File: src/rtl/icache_axi_fetch_pkg.sv
// Shared types and AXI constants for the instruction-cache fetch path.
// Optional feature macro used by the top: ICF_PERF_EN.
package icache_axi_fetch_pkg;

  typedef enum logic [1:0] {
    ST_IDLE = 2'd0,
    ST_AR   = 2'd1,
    ST_R    = 2'd2
  } icf_state_t;

  localparam logic [1:0] AXI_BURST_INCR = 2'b01;
  localparam logic [2:0] AXI_SIZE_4B    = 3'b010;
  localparam logic [1:0] AXI_RESP_OKAY  = 2'b00;
  localparam logic [3:0] AXI_CACHE_ICF  = 4'b0011;
  localparam logic [2:0] AXI_PROT_ICF   = 3'b100;

endpackage

File: src/rtl/icache_axi_fetch_line_store.sv
// Valid/tag/data arrays of the direct-mapped icache: async read, sync write.
// Only the valid bits are reset; tag and data contents survive reset.
module icf_line_store #(
  parameter int LINES      = 16,
  parameter int WORDS      = 4,
  parameter int TAG_W      = 24,
  parameter int DATA_WIDTH = 32
) (
  input  logic                       clk,
  input  logic                       rst_n,
  input  logic [$clog2(LINES)-1:0]   rd_index,
  input  logic [$clog2(WORDS)-1:0]   rd_offset,
  output logic                       rd_valid,
  output logic [TAG_W-1:0]           rd_tag,
  output logic [DATA_WIDTH-1:0]      rd_data,
  input  logic                       wr_en,
  input  logic [$clog2(LINES)-1:0]   wr_index,
  input  logic [$clog2(WORDS)-1:0]   wr_offset,
  input  logic [DATA_WIDTH-1:0]      wr_data,
  input  logic                       commit,
  input  logic                       commit_valid,
  input  logic [TAG_W-1:0]           commit_tag
);

  logic [LINES-1:0]      r_valid;
  logic [TAG_W-1:0]      r_tag  [LINES];
  logic [DATA_WIDTH-1:0] r_data [LINES][WORDS];

  // A failed fill clears the line so partially overwritten data is never hit.
  always_ff @(posedge clk or negedge rst_n) begin
    if (!rst_n) begin
      r_valid <= '0;
    end else if (commit) begin
      r_valid[wr_index] <= commit_valid;
    end
  end

  always_ff @(posedge clk) begin
    if (commit) begin
      r_tag[wr_index] <= commit_tag;
    end
    if (wr_en) begin
      r_data[wr_index][wr_offset] <= wr_data;
    end
  end

  assign rd_valid = r_valid[rd_index];
  assign rd_tag   = r_tag[rd_index];
  assign rd_data  = r_data[rd_index][rd_offset];

endmodule

File: src/rtl/icache_axi_fetch.sv
// Direct-mapped read-only icache with single-burst AXI4 line fill.
// Define ICF_PERF_EN to add hit_cnt/miss_cnt performance counters.
module icache_axi_fetch
  import icache_axi_fetch_pkg::*;
#(
  parameter int ADDR_WIDTH = 32,
  parameter int DATA_WIDTH = 32,
  parameter int LINES      = 16,
  parameter int WORDS      = 4
) (
  input  logic                  Clk,
  input  logic                  Rstn,
  input  logic [ADDR_WIDTH-1:0] addr,
  output logic [DATA_WIDTH-1:0] data,
  output logic                  miss,
  output logic [ADDR_WIDTH-1:0] m00_axi_araddr,
  output logic [7:0]            m00_axi_arlen,
  output logic [2:0]            m00_axi_arsize,
  output logic [1:0]            m00_axi_arburst,
  output logic                  m00_axi_arvalid,
  input  logic                  m00_axi_arready,
  output logic                  m00_axi_arid,
  output logic                  m00_axi_arlock,
  output logic [3:0]            m00_axi_arcache,
  output logic [2:0]            m00_axi_arprot,
  output logic [3:0]            m00_axi_arqos,
  input  logic [DATA_WIDTH-1:0] m00_axi_rdata,
  input  logic [1:0]            m00_axi_rresp,
  input  logic                  m00_axi_rlast,
  input  logic                  m00_axi_rvalid,
  output logic                  m00_axi_rready
`ifdef ICF_PERF_EN
  ,
  output logic [31:0]           hit_cnt,
  output logic [31:0]           miss_cnt
`endif
);

  localparam int OFF_W = $clog2(WORDS);
  localparam int IDX_W = $clog2(LINES);
  localparam int TAG_W = ADDR_WIDTH - IDX_W - OFF_W - 2;

  icf_state_t r_state, w_state_nxt;

  logic [TAG_W-1:0]      w_tag, w_line_tag, r_fill_tag;
  logic [IDX_W-1:0]      w_index, r_fill_index;
  logic [OFF_W-1:0]      w_offset, r_beat_cnt;
  logic                  w_line_valid, w_hit, w_lookup_miss;
  logic                  w_beat, w_commit, w_fill_ok, r_resp_ok;
  logic [DATA_WIDTH-1:0] w_line_data;
  logic                  w_unused;

  assign w_offset = addr[OFF_W+1:2];
  assign w_index  = addr[IDX_W+OFF_W+1:OFF_W+2];
  assign w_tag    = addr[ADDR_WIDTH-1:IDX_W+OFF_W+2];
  assign w_unused = &{1'b0, addr[1:0]};

  assign w_hit         = (r_state == ST_IDLE) && w_line_valid && (w_line_tag == w_tag);
  assign w_lookup_miss = (r_state == ST_IDLE) && !w_hit;
  assign w_beat        = (r_state == ST_R) && m00_axi_rvalid;
  assign w_commit      = w_beat && m00_axi_rlast;
  assign w_fill_ok     = r_resp_ok && (m00_axi_rresp == AXI_RESP_OKAY);

  assign miss = !w_hit;
  assign data = w_line_data;

  icf_line_store #(
    .LINES      (LINES),
    .WORDS      (WORDS),
    .TAG_W      (TAG_W),
    .DATA_WIDTH (DATA_WIDTH)
  ) u_line_store (
    .clk          (Clk),
    .rst_n        (Rstn),
    .rd_index     (w_index),
    .rd_offset    (w_offset),
    .rd_valid     (w_line_valid),
    .rd_tag       (w_line_tag),
    .rd_data      (w_line_data),
    .wr_en        (w_beat),
    .wr_index     (r_fill_index),
    .wr_offset    (r_beat_cnt),
    .wr_data      (m00_axi_rdata),
    .commit       (w_commit),
    .commit_valid (w_fill_ok),
    .commit_tag   (r_fill_tag)
  );

  always_ff @(posedge Clk or negedge Rstn) begin
    if (!Rstn) begin
      r_state <= ST_IDLE;
    end else begin
      r_state <= w_state_nxt;
    end
  end

  always_comb begin
    w_state_nxt     = r_state;
    m00_axi_arvalid = 1'b0;
    m00_axi_rready  = 1'b0;
    case (r_state)
      ST_IDLE: begin
        if (w_lookup_miss) begin
          w_state_nxt = ST_AR;
        end
      end
      ST_AR: begin
        m00_axi_arvalid = 1'b1;
        if (m00_axi_arready) begin
          w_state_nxt = ST_R;
        end
      end
      ST_R: begin
        m00_axi_rready = 1'b1;
        if (m00_axi_rvalid && m00_axi_rlast) begin
          w_state_nxt = ST_IDLE;
        end
      end
      default: w_state_nxt = ST_IDLE;
    endcase
  end

  // rlast alone ends the fill; the beat counter simply wraps if the slave miscounts.
  always_ff @(posedge Clk or negedge Rstn) begin
    if (!Rstn) begin
      r_fill_tag   <= '0;
      r_fill_index <= '0;
      r_beat_cnt   <= '0;
      r_resp_ok    <= 1'b1;
    end else begin
      if (w_lookup_miss) begin
        r_fill_tag   <= w_tag;
        r_fill_index <= w_index;
      end
      if (r_state == ST_AR) begin
        r_beat_cnt <= '0;
        r_resp_ok  <= 1'b1;
      end
      if (w_beat) begin
        r_beat_cnt <= r_beat_cnt + 1'b1;
        if (m00_axi_rresp != AXI_RESP_OKAY) begin
          r_resp_ok <= 1'b0;
        end
      end
    end
  end

  assign m00_axi_araddr  = {r_fill_tag, r_fill_index, {(OFF_W+2){1'b0}}};
  assign m00_axi_arlen   = 8'(WORDS - 1);
  assign m00_axi_arsize  = AXI_SIZE_4B;
  assign m00_axi_arburst = AXI_BURST_INCR;
  assign m00_axi_arid    = 1'b0;
  assign m00_axi_arlock  = 1'b0;
  assign m00_axi_arcache = AXI_CACHE_ICF;
  assign m00_axi_arprot  = AXI_PROT_ICF;
  assign m00_axi_arqos   = '0;

`ifdef ICF_PERF_EN
  logic [31:0] r_hit_cnt, r_miss_cnt;

  always_ff @(posedge Clk or negedge Rstn) begin
    if (!Rstn) begin
      r_hit_cnt  <= '0;
      r_miss_cnt <= '0;
    end else begin
      if (w_hit) begin
        r_hit_cnt <= r_hit_cnt + 32'd1;
      end
      if (w_lookup_miss) begin
        r_miss_cnt <= r_miss_cnt + 32'd1;
      end
    end
  end

  assign hit_cnt  = r_hit_cnt;
  assign miss_cnt = r_miss_cnt;
`endif

endmodule
File: config.mk
export PLATFORM = sky130hd
export DESIGN_NAME = icache_axi_fetch
export DESIGN_NICKNAME = d
export VERILOG_FILES = /design/src/rtl/icache_axi_fetch_pkg.sv /design/src/rtl/icache_axi_fetch_line_store.sv /design/src/rtl/icache_axi_fetch.sv
export SDC_FILE = /design/constraint.sdc
export NUM_CORES = 2
export LEC_CHECK = 0
export CORE_MARGIN = 3
export CORE_UTILIZATION = 62
export CTS_CLUSTER_SIZE = 40
export DETAILED_ROUTE_END_ITERATION = 8
export PLACE_DENSITY = 0.79
export SYNTH_ARGS = -nofsm -noshare
export SYNTH_HDL_FRONTEND = slang
export SYNTH_SLANG_ARGS = --single-unit
File: constraint.sdc
create_clock -name Clk -period 4.8 [get_ports Clk]
set_input_delay 0.96 -clock Clk [delete_from_list [all_inputs] [get_ports Clk]]
set_output_delay 0.96 -clock Clk [all_outputs]
set_load 0.01 [all_outputs]
==> impl_metrics.json <==
{
  "synth-async-reset-ratio": 0.0198,
  "crit_chain": "buf_16, buf_16, buf_4, mux4_2, mux4_2, mux4_2, clkdlybuf4s50_1",
  "clock_path_buffers": 3,
  "port_buffers": 131,
  "powerDensity_nw_per_um2": 434,
  "start_util": 0.629,
  "clkSlewWorstSetupHoldPaths_ns": 0.06,
  "cts_buffers": 228,
  "cp_num_buf_inv": 4,
  "reg2reg_slack_ns": 1.34,
  "path_common_cell": "mux4_2",
  "routed_via_density": 7.60,
  "worstRegToRegCells": 6,
  "synth_top_area_frac": 0.759,
  "outcome": "complete, but fails checks",
  "worstPathRequired_ns": 3.84,
  "period_needed_ns": 4.81,
  "place_ws_ns": -0.228,
  "dieArea_sq_um": 160000,
  "h-tree-depth": 4,
  "core-area_sq_um": 153000,
  "synth_edf_count": 2432,
  "antenna_found_initial": 27,
  "die_w_um": 400,
  "irDropWorstVdd_mv": 0.503,
  "drc_errors": 0,
  "r2r-end": "u_line_store.r_data[3][102]",
  "worstSetupStartpointType": "input port",
  "critPathMaxStageDelay_ns": 0.59,
  "die-height_um": 400,
  "grt_use_total": 0.371,
  "synth-main-ff-cell": "edfxtp_1",
  "wire_per_inst_um": 43.8,
  "setup_ws_ns": -0.0125,
  "ys_seq_area_frac": 0.772,
  "min_path_type": "in -> async",
  "critPathSlowestCell": "mux4_2",
  "startpoint": "addr[4]",
  "p_total_mw": 48.0,
  "fin_nets": 4516,
  "worstMarginPinSlew_ns": 1.41,
  "critPathKind": "in -> out",
  "ys_types": 71,
  "maxCapViolCount": 0,
  "synthTopCellsByCount": "edfxtp_1 (2,432), mux4_2 (750), buf_2 (125)",
  "cp_top_family": "multiplexers",
  "hold_viol": 0,
  "worstReg2RegStart": "r_state[1]",
  "grt_overflow": 0,
  "setup.worst_path.end": "data[16]",
  "drv_slew": 0,
  "ios": 164,
  "p_leak_nw": 35.3,
  "cp-end-kind": "primary output",
  "antenna_left": 0,
  "drive_above_1_share": 0.337,
  "cts_sinks": 2481,
  "detailed_place_hpwl_um": 138000,
  "grt_start_max_net_pins": 65,
  "path_max_fanout": 13,
  "synth-seq-cells": 2481,
  "cts_tree": "done",
  "cts_root_buf": "clkbuf_16",
  "netlist_top_cells_area": "edfxtp_1 (76%), mux4_2 (18%), dfrtp_1 (1.2%)",
  "syn-mean-instance-area_sq_um": 24.2,
  "synth_area_sq_um": 96200,
  "place_congestion": 0.861,
  "vias": 50795,
  "path_depth": 7,
  "fmaxAchievable_ghz": 0.208,
  "placementRows": 143,
  "synth.most_common_cell": "edfxtp_1",
  "finalCritPeriodShare": 1.00,
  "grt_pass1_vias": 50773,
  "netlist.top_cell.by_area": "edfxtp_1",
  "setup_violations": 1,
  "synthCells": 3982,
  "crit_arrival_ns": 3.85,
  "violations": "negative setup slack",
  "area_growth_pct": 15.1,
  "grt_pass1_wl_um": 404000,
  "slew_headroom": 0.0585,
  "clock_latency_ns": 0.87,
  "firstDrtPassIters": 7,
  "finClkSkew_ns": 0.0476,
  "wl_um": 293000,
  "drt_iter0_drc": 8784,
  "yosys_warnings": 0
}
## kinds of logic after synthesis
group,after synthesis,synth area share
adder cells (fa/ha/maj),4,0.000520
buffers and inverters,257,0.0160
XOR/XNOR,30,0.00281
AO/OA/AOI/OAI,137,0.0118
AND/OR/NAND/NOR,243,0.0123
flip-flops,2481,0.772
other,2,0.0000781
multiplexers,828,0.185
## sequential cells by signal, summed over array words and instances (netlist names)
signal,count
r_resp_ok,1
r_beat_cnt,2
r_state,2
u_line_store.r_tag,384
u_line_store.r_data,2048
u_line_store.r_valid,16
r_fill_index,4
r_fill_tag,24
## through the flow
step	TNS, ns	hold slack (ns)	area [sq um]	cells	utilization
2_1_floorplan	0	0.470	96300	4010	-
3_3_place_gp	-2.68	0.484	103000	6223	0.671
3_5_place_dp	-3.58	0.494	103000	6223	0.671
4_1_cts	-0.116	0.216	111000	6657	0.723
5_1_grt	-0.0171	0.251	111000	6673	0.724
6_report	-0.0125	0.227	111000	6684	0.724
## cell type report
class	count	area (sq um)
timing repair buffer	451	5080
multi-input combinational	1272	21100
antenna	15	37.5
fill	7698	42200
inverter	7	26.3
tap	2030	2540
sequential	2481	74300
clock inverter	144	1690
clock buffer	284	5980
## cells in the final DEF (no fill, tap or decap), drive strengths merged, types with 38 or more instances in the layout
cell type and instances:
nor2b 44, dfrtp 48, clkbuf 286, nand2 38, clkinv 100, mux4 753, nor2 104, buf 355
mux2i 52, edfxtp 2432, clkdlybuf4s50 63
## metal layers
metal / vias up / GRT usage / share of wire
met5: - / 0.00493 / 0.00067
met4: 20 / 0.208 / 0.073
met3: 1238 / 0.0976 / 0.13
met2: 5340 / 0.592 / 0.49
met1: 26136 / 0.471 / 0.31
li1: 18061 / - / -
## repair_timing
item / CTS / global route
gates resized for setup: 39 / 11
setup endpoints to repair: 33 / 9
cloned: 3 / 1
hold buffers: 0 / 0
setup buffers: 4 / 11
## power breakdown
part	switching, mW	leakage [nW]	internal [mW]
Sequential	0.647	22.5	24.5
Clock	8.46	3.72	10.5
Combinational	2.24	9.05	1.65
Total	11.3	35.3	36.7
## worst min-delay path by stage
stage,end,slack (ns),depth (start not counted)
6_report,r_fill_tag[22],0.23,2
5_1_grt,r_fill_tag[22],0.25,2
4_1_cts,r_fill_tag[12],0.22,2
3_5_place_dp,u_line_store.r_valid[1],0.49,1
3_3_place_gp,u_line_store.r_valid[4],0.48,1
2_1_floorplan,r_resp_ok,0.47,2
Note: power is estimated with default switching activity, not from simulation.
